## src/rtl/seg_scan_ctrl.sv

```systemverilog
// Seven-segment display controller: binary in over valid/ready, serial double-dabble to BCD,
// then time-multiplexed scan of the committed digits onto a shared segment bus.
module seg_scan_ctrl #(
    parameter int NUM_DIGITS = 4,
    parameter int BIN_W      = 14,
    parameter int SCAN_DIV   = 50000,
    parameter int BLANK_LZ   = 1
) (
    input  logic                    clk,
    input  logic                    rst_n,
    input  logic                    in_valid,
    output logic                    in_ready,
    input  logic [BIN_W-1:0]        bin_in,
    input  logic                    blank,
    output logic [6:0]              seg,
    output logic [NUM_DIGITS-1:0]   an,
    output logic [4*NUM_DIGITS-1:0] bcd,
    output logic                    ovf,
    output logic [1:0]              dbg_state
);

    // Handshake: a value is taken on a rising clk edge where in_valid && in_ready are both 1;
    // in_ready is a registered level, so in_valid seen while in_ready=0 is simply ignored.

    localparam int BCD_W = 4 * NUM_DIGITS;
    localparam int IDX_W = (NUM_DIGITS > 1) ? $clog2(NUM_DIGITS) : 1;
    localparam int CNT_W = (SCAN_DIV > 1) ? $clog2(SCAN_DIV) : 1;
    localparam int BIT_W = $clog2(BIN_W + 1);

    function automatic longint pow10(input int n);
        longint p;
        p = 1;
        for (int i = 0; i < n; i++) begin
            p = p * 10;
        end
        return p;
    endfunction

    localparam logic [BIN_W-1:0] MAX_VAL   = BIN_W'(pow10(NUM_DIGITS) - 1);
    localparam logic [BCD_W-1:0] ALL_NINES = {NUM_DIGITS{4'h9}};

    typedef enum logic [1:0] {
        S_IDLE   = 2'd0,
        S_CONV   = 2'd1,
        S_COMMIT = 2'd2
    } state_t;

    function automatic logic [BCD_W-1:0] add3(input logic [BCD_W-1:0] v);
        logic [BCD_W-1:0] r;
        logic [3:0]       nib;
        r = v;
        for (int i = 0; i < NUM_DIGITS; i++) begin
            nib = v[i*4 +: 4];
            if (nib >= 4'd5) begin
                r[i*4 +: 4] = nib + 4'd3;
            end
        end
        return r;
    endfunction

    function automatic logic [6:0] seg_decode(input logic [3:0] d);
        logic [6:0] s;
        case (d)
            4'd0:    s = 7'h3F;
            4'd1:    s = 7'h06;
            4'd2:    s = 7'h5B;
            4'd3:    s = 7'h4F;
            4'd4:    s = 7'h66;
            4'd5:    s = 7'h6D;
            4'd6:    s = 7'h7D;
            4'd7:    s = 7'h07;
            4'd8:    s = 7'h7F;
            4'd9:    s = 7'h6F;
            default: s = 7'h00;
        endcase
        return s;
    endfunction

    state_t            r_state;
    logic              r_ready;
    logic [BCD_W-1:0]  r_work;
    logic [BIN_W-1:0]  r_shift;
    logic [BIT_W-1:0]  r_bit_cnt;
    logic              r_ovf_pend;
    logic [BCD_W-1:0]  r_bcd;
    logic              r_ovf;

    logic [CNT_W-1:0]      r_scan_cnt;
    logic [IDX_W-1:0]      r_idx;
    logic [6:0]            r_seg;
    logic [NUM_DIGITS-1:0] r_an;

    logic                  w_accept;
    logic [BCD_W-1:0]      w_adj;
    logic [3:0]            w_digit;
    logic                  w_digit_blank;
    logic [NUM_DIGITS-1:0] w_an_next;
    logic [NUM_DIGITS-1:0] w_hi_zero;
    logic                  w_zero_run;
    logic [6:0]            w_seg_next;

    assign w_accept = (r_state == S_IDLE) && in_valid && r_ready;
    assign w_adj    = add3(r_work);

    // Overflowed inputs still sit in CONV for BIN_W cycles so latency never depends on the data.
    always_ff @(posedge clk or negedge rst_n) begin
        if (!rst_n) begin
            r_state    <= S_IDLE;
            r_ready    <= 1'b0;
            r_work     <= '0;
            r_shift    <= '0;
            r_bit_cnt  <= '0;
            r_ovf_pend <= 1'b0;
            r_bcd      <= '0;
            r_ovf      <= 1'b0;
        end else begin
            r_ready <= (r_state == S_IDLE) && !w_accept;
            case (r_state)
                S_IDLE: begin
                    if (w_accept) begin
                        r_bit_cnt <= '0;
                        r_state   <= S_CONV;
                        if (bin_in > MAX_VAL) begin
                            r_ovf_pend <= 1'b1;
                            r_work     <= ALL_NINES;
                            r_shift    <= '0;
                        end else begin
                            r_ovf_pend <= 1'b0;
                            r_work     <= '0;
                            r_shift    <= bin_in;
                        end
                    end
                end
                S_CONV: begin
                    if (!r_ovf_pend) begin
                        r_work  <= {w_adj[BCD_W-2:0], r_shift[BIN_W-1]};
                        r_shift <= {r_shift[BIN_W-2:0], 1'b0};
                    end
                    if (r_bit_cnt == BIT_W'(BIN_W - 1)) begin
                        r_state <= S_COMMIT;
                    end
                    r_bit_cnt <= r_bit_cnt + BIT_W'(1);
                end
                S_COMMIT: begin
                    r_bcd   <= r_work;
                    r_ovf   <= r_ovf_pend;
                    r_state <= S_IDLE;
                end
                default: begin
                    r_state <= S_IDLE;
                end
            endcase
        end
    end

    // Digit select, leading-zero detection and segment decode for the digit under scan.
    always_comb begin
        w_digit       = '0;
        w_digit_blank = 1'b0;
        w_an_next     = '0;
        w_hi_zero     = '0;
        w_zero_run    = 1'b1;
        for (int i = NUM_DIGITS - 1; i >= 0; i--) begin
            w_zero_run   = w_zero_run && (r_bcd[i*4 +: 4] == 4'd0);
            w_hi_zero[i] = w_zero_run;
        end
        for (int i = 0; i < NUM_DIGITS; i++) begin
            if (r_idx == IDX_W'(i)) begin
                w_digit       = r_bcd[i*4 +: 4];
                w_an_next[i]  = 1'b1;
                w_digit_blank = (BLANK_LZ != 0) && (i > 0) && w_hi_zero[i];
            end
        end
        w_seg_next = w_digit_blank ? 7'h00 : seg_decode(w_digit);
    end

    always_ff @(posedge clk or negedge rst_n) begin
        if (!rst_n) begin
            r_scan_cnt <= '0;
            r_idx      <= '0;
            r_seg      <= '0;
            r_an       <= '0;
        end else begin
            if (r_scan_cnt == CNT_W'(SCAN_DIV - 1)) begin
                r_scan_cnt <= '0;
                r_idx      <= (r_idx == IDX_W'(NUM_DIGITS - 1)) ? '0 : r_idx + IDX_W'(1);
            end else begin
                r_scan_cnt <= r_scan_cnt + CNT_W'(1);
            end
            if (blank) begin
                r_seg <= '0;
                r_an  <= '0;
            end else begin
                r_seg <= w_seg_next;
                r_an  <= w_an_next;
            end
        end
    end

    assign in_ready  = r_ready;
    assign seg       = r_seg;
    assign an        = r_an;
    assign bcd       = r_bcd;
    assign ovf       = r_ovf;
    assign dbg_state = r_state;

endmodule

```

## config.mk

```make
export PLATFORM = sky130hd
export DESIGN_NAME = seg_scan_ctrl
export DESIGN_NICKNAME = d
export VERILOG_FILES = /design/src/rtl/seg_scan_ctrl.sv
export SDC_FILE = /design/constraint.sdc
export NUM_CORES = 1
export LEC_CHECK = 0
export CORE_UTILIZATION = 40
export CTS_BUF_LIST = sky130_fd_sc_hd__clkbuf_16
export DETAILED_ROUTE_END_ITERATION = 10
export MAX_ROUTING_LAYER = met4
export SETUP_SLACK_MARGIN = 0.4
export SYNTH_ARGS = -nofsm -noshare
export SYNTH_HDL_FRONTEND = slang
export SYNTH_SLANG_ARGS = --single-unit
```

## constraint.sdc

```tcl
create_clock -name clk -period 2.2 [get_ports clk]
set_input_delay 0.44 -clock clk [delete_from_list [all_inputs] [get_ports clk]]
set_output_delay 0.44 -clock clk [all_outputs]
set_load 0.01 [all_outputs]
```

==> summary.txt <==
Max Clk Rate - 517 MHz
Final ANT Viol Nets - 0
WL final - 8.95 mm
Distinct cells, synth - 44
final estimated routing congestion in global placement - 0.823
global route total overflow - 0
# DRC - 0
setup violators final - 0
largest net degree at the start of global routing - 44
Synth Area in Adders - 6.11%
fin crit period - 1.93 ns
IO buf count - 48
max cap viols - 0
proportion of synthesized area in mux cells - 6.20%
initial core utilization - 41.5%
synthesized area - 0.00410 mm²
DP HPWL - 6.09 mm
core area - 0.00986 mm²
Clock Latency Late Sink - 0.33 ns
PD cells - 1200 mW/mm²
Die H - 103 µm
ANT cells - 0
sequential element share of the synthesized area - 51.3%
Worst Setup Start Kind - register
H-tree level count - 3
Pleak - 2.39 nW
Hold Vio Cnt, Final - 0
global-route wire length before repair - 15.1 mm
EDFF count, synth - 0
RSZ-0062 raised after global routing - yes
Iter 0 DRT Violations - 122
Worst Path Max Fanout - 5
Top Ports - 49
Clock Skew - 0.00909 ns
die area - 0.0107 mm²
via count - 3188
slew margin rel. - 76.7%
clock slew at reported path FFs - 0.06 ns
Worst Max-Slew Pin Slew - 0.348 ns
Cells after Synth - 382
post-synthesis compound-gate area fraction - 12.3%
maximum vdd drop - 0.670 mV
crit path capture type - register
vias in the first global route - 3225
Tot GR Track Use - 19.1%
initial antenna violation count - 0
Synthesized Nets - 420
Vias/cell - 5.32
Top FF cell, synth - dfrtp_1
ys async rst share - 100%
largest family of logic cells by synthesized area - simple AND/OR/NAND/NOR gates
final net count - 499
Worst EP arrival - 2.14 ns
final worst-path cycle share - 87.9%
xor/xnor share of the synthesized area - 4.70%
Synth Area per Inst - 10.7 µm²
total negative slack - 0 ns
max-slew violations - 0
drt wl/cell - 14.9 µm
Synth Area in Simple Gates - 15.3%
run status - finished clean
Die X-Extent - 103 µm
worst min-delay path category - input pin to async pin
CTS Hold Bufs - 0
root buffer selected by CTS - clkbuf_16
critical path required time - 2.41 ns
Placed Area - 0.00485 mm²
# clock sinks - 84
Area Growth Syn to Fin - 32.7%
Clock Path Buffers - 2
CTS buffer count - 9
share of cells above drive strength 1 - 22.7%
Final Cell Area - 0.00544 mm²
Detailed Routing Iterations Pass 1 - 4
row cnt - 36
YS warnings - 0
Yosys reg bits - 84
CTS tree - built
kind of critical path - register to register
[logic make-up (layout without fill, tap and decap cells)]
logic type	count (synthesis)	in the layout
XOR/XNOR	22	22
buffers and inverters	41	125
flip-flops	84	84
AND/OR/NAND/NOR	121	121
adder cells (fa/ha/maj)	20	20
AO/OA/AOI/OAI	71	71
multiplexers	23	23
[where the power goes]
group / leakage, nW / switching (mW) / internal, mW
Sequential: 1.05 / 0.436 / 1.99
Combinational: 1.19 / 1.26 / 1.27
Clock: 0.155 / 0.587 / 0.980
[flip-flops by register name, summed over array words and instances, names as in the netlist]
| signal | cells |
|---|---|
| dbg_state | 2 |
| r_work | 16 |
| r_bit_cnt | 4 |
| an | 4 |
| r_shift | 14 |
| r_ovf_pend | 1 |
| r_scan_cnt | 16 |
| seg | 7 |
| bcd | 16 |
| in_ready | 1 |
| ovf | 1 |
| r_idx | 2 |
[Yosys cell counts (2+ instances only)]
master      n  share of area [%]
o21ai_0    23                2.8
ha_1       20                6.1
xor2_1     10                2.1
nor4_1      4               0.61
dfrtp_1    84                 51
a2bb2oi_1   3               0.64
a21oi_1    11                1.3
a222oi_1    9                2.2
xnor2_1    12                2.6
o22ai_1     6               0.92
a22o_1      5                1.1
o221ai_1    2               0.43
inv_1      28                2.6
mux2i_1     4               0.98
nand3_1    18                2.2
nand2_1    30                2.7
mux2_2     19                5.2
nand4_1     8                1.2
clkbuf_1    9               0.82
nor3_1     10                1.2
buf_2       3               0.37
o211ai_1    3               0.55
nor2_1     21                1.9
nand2b_1    9                1.4
and3_1      6               0.92
nor2b_1     7                1.1
[metrics by stage]
stage	hold WS [ns]	utilization [%]	worst slack [ns]	power, mW	instances
finish	0.0109	55.1	0.267	6.53	599
global route	0.0271	55.1	0.118	7.03	599
CTS	0.0194	54.6	0.271	6.53	596
detailed placement	0.370	49.2	0.0978	4.81	566
global placement	0.370	49.2	0.113	4.74	566
floorplan	0.144	-	0.393	3.86	382
[routing by layer]
layer  vias up  GRT usage, %  share of wire (%)
li1       1515             -                  -
met1      1591          23.7                 45
met2        68          31.3                 50
met3        14          3.76                3.4
met4         0          6.39                1.3
met5         -             -                  0
[cell type report]
class	instances	area, µm²
Sequential cell	84	2120
Tap cell	133	166
Multi-Input combinational cell	257	1990
Clock buffer	9	225
Fill cell	841	4430
Timing Repair Buffer	81	744
Inverter	28	110
Clock inverter	7	83.8
[path summary, 6_finish.rpt]
path	start	endpoint	slack, ns	cells past startpoint
max reg2reg	r_idx[0]	seg[3]	0.27	10
max in group asynchronous	rst_n	r_scan_cnt[5]	1.61	2
min in group clk	r_scan_cnt[0]	r_scan_cnt[0]	0.45	1
max	r_idx[0]	seg[3]	0.27	10
min	rst_n	r_work[15]	0.01	1
min reg2reg	r_scan_cnt[0]	r_scan_cnt[0]	0.45	1
[cells in the final DEF (no fill, tap or decap), drive strengths merged, types with 2 or more instances in the layout]
cell	count
or3	2
and3	6
o221ai	2
clkdlybuf4s50	46
nand4	8
clkbuf	9
inv	30
mux2	19
dfrtp	84
nand3	18
a21oi	12
a2bb2oi	3
buf	34
nor2	21
nand2	30
a22o	5
mux2i	4
o21ai	23
nor4	4
xor2	10
clkinv	2
nor2b	7
o22ai	6
nor4b	2
a222oi	9
o211ai	3
xnor2	12
nor3	11
nand2b	9
bufinv	2
ha	20
[timing repair]
| action | 4_1_cts | 5_1_grt |
|---|---|---|
| gates resized for setup | 26 | 13 |
| pin swaps | 9 | 10 |
| cloned | 0 | 0 |
| hold endpoints to repair | 0 | 0 |
| setup endpoints to repair | 12 | 32 |
| setup buffers | 14 | 3 |
[critical path, cell delays in order, from the launching register on]
cell      delay [ns]
dfrtp_2         0.47
inv_4           0.10
ha_4            0.15
nand2_2         0.05
o211ai_1        0.28
o311ai_4        0.20
inv_2           0.09
ha_1            0.14
inv_1           0.04
mux2i_1         0.20
o22ai_1         0.10
(Power assumes the default switching activity.)
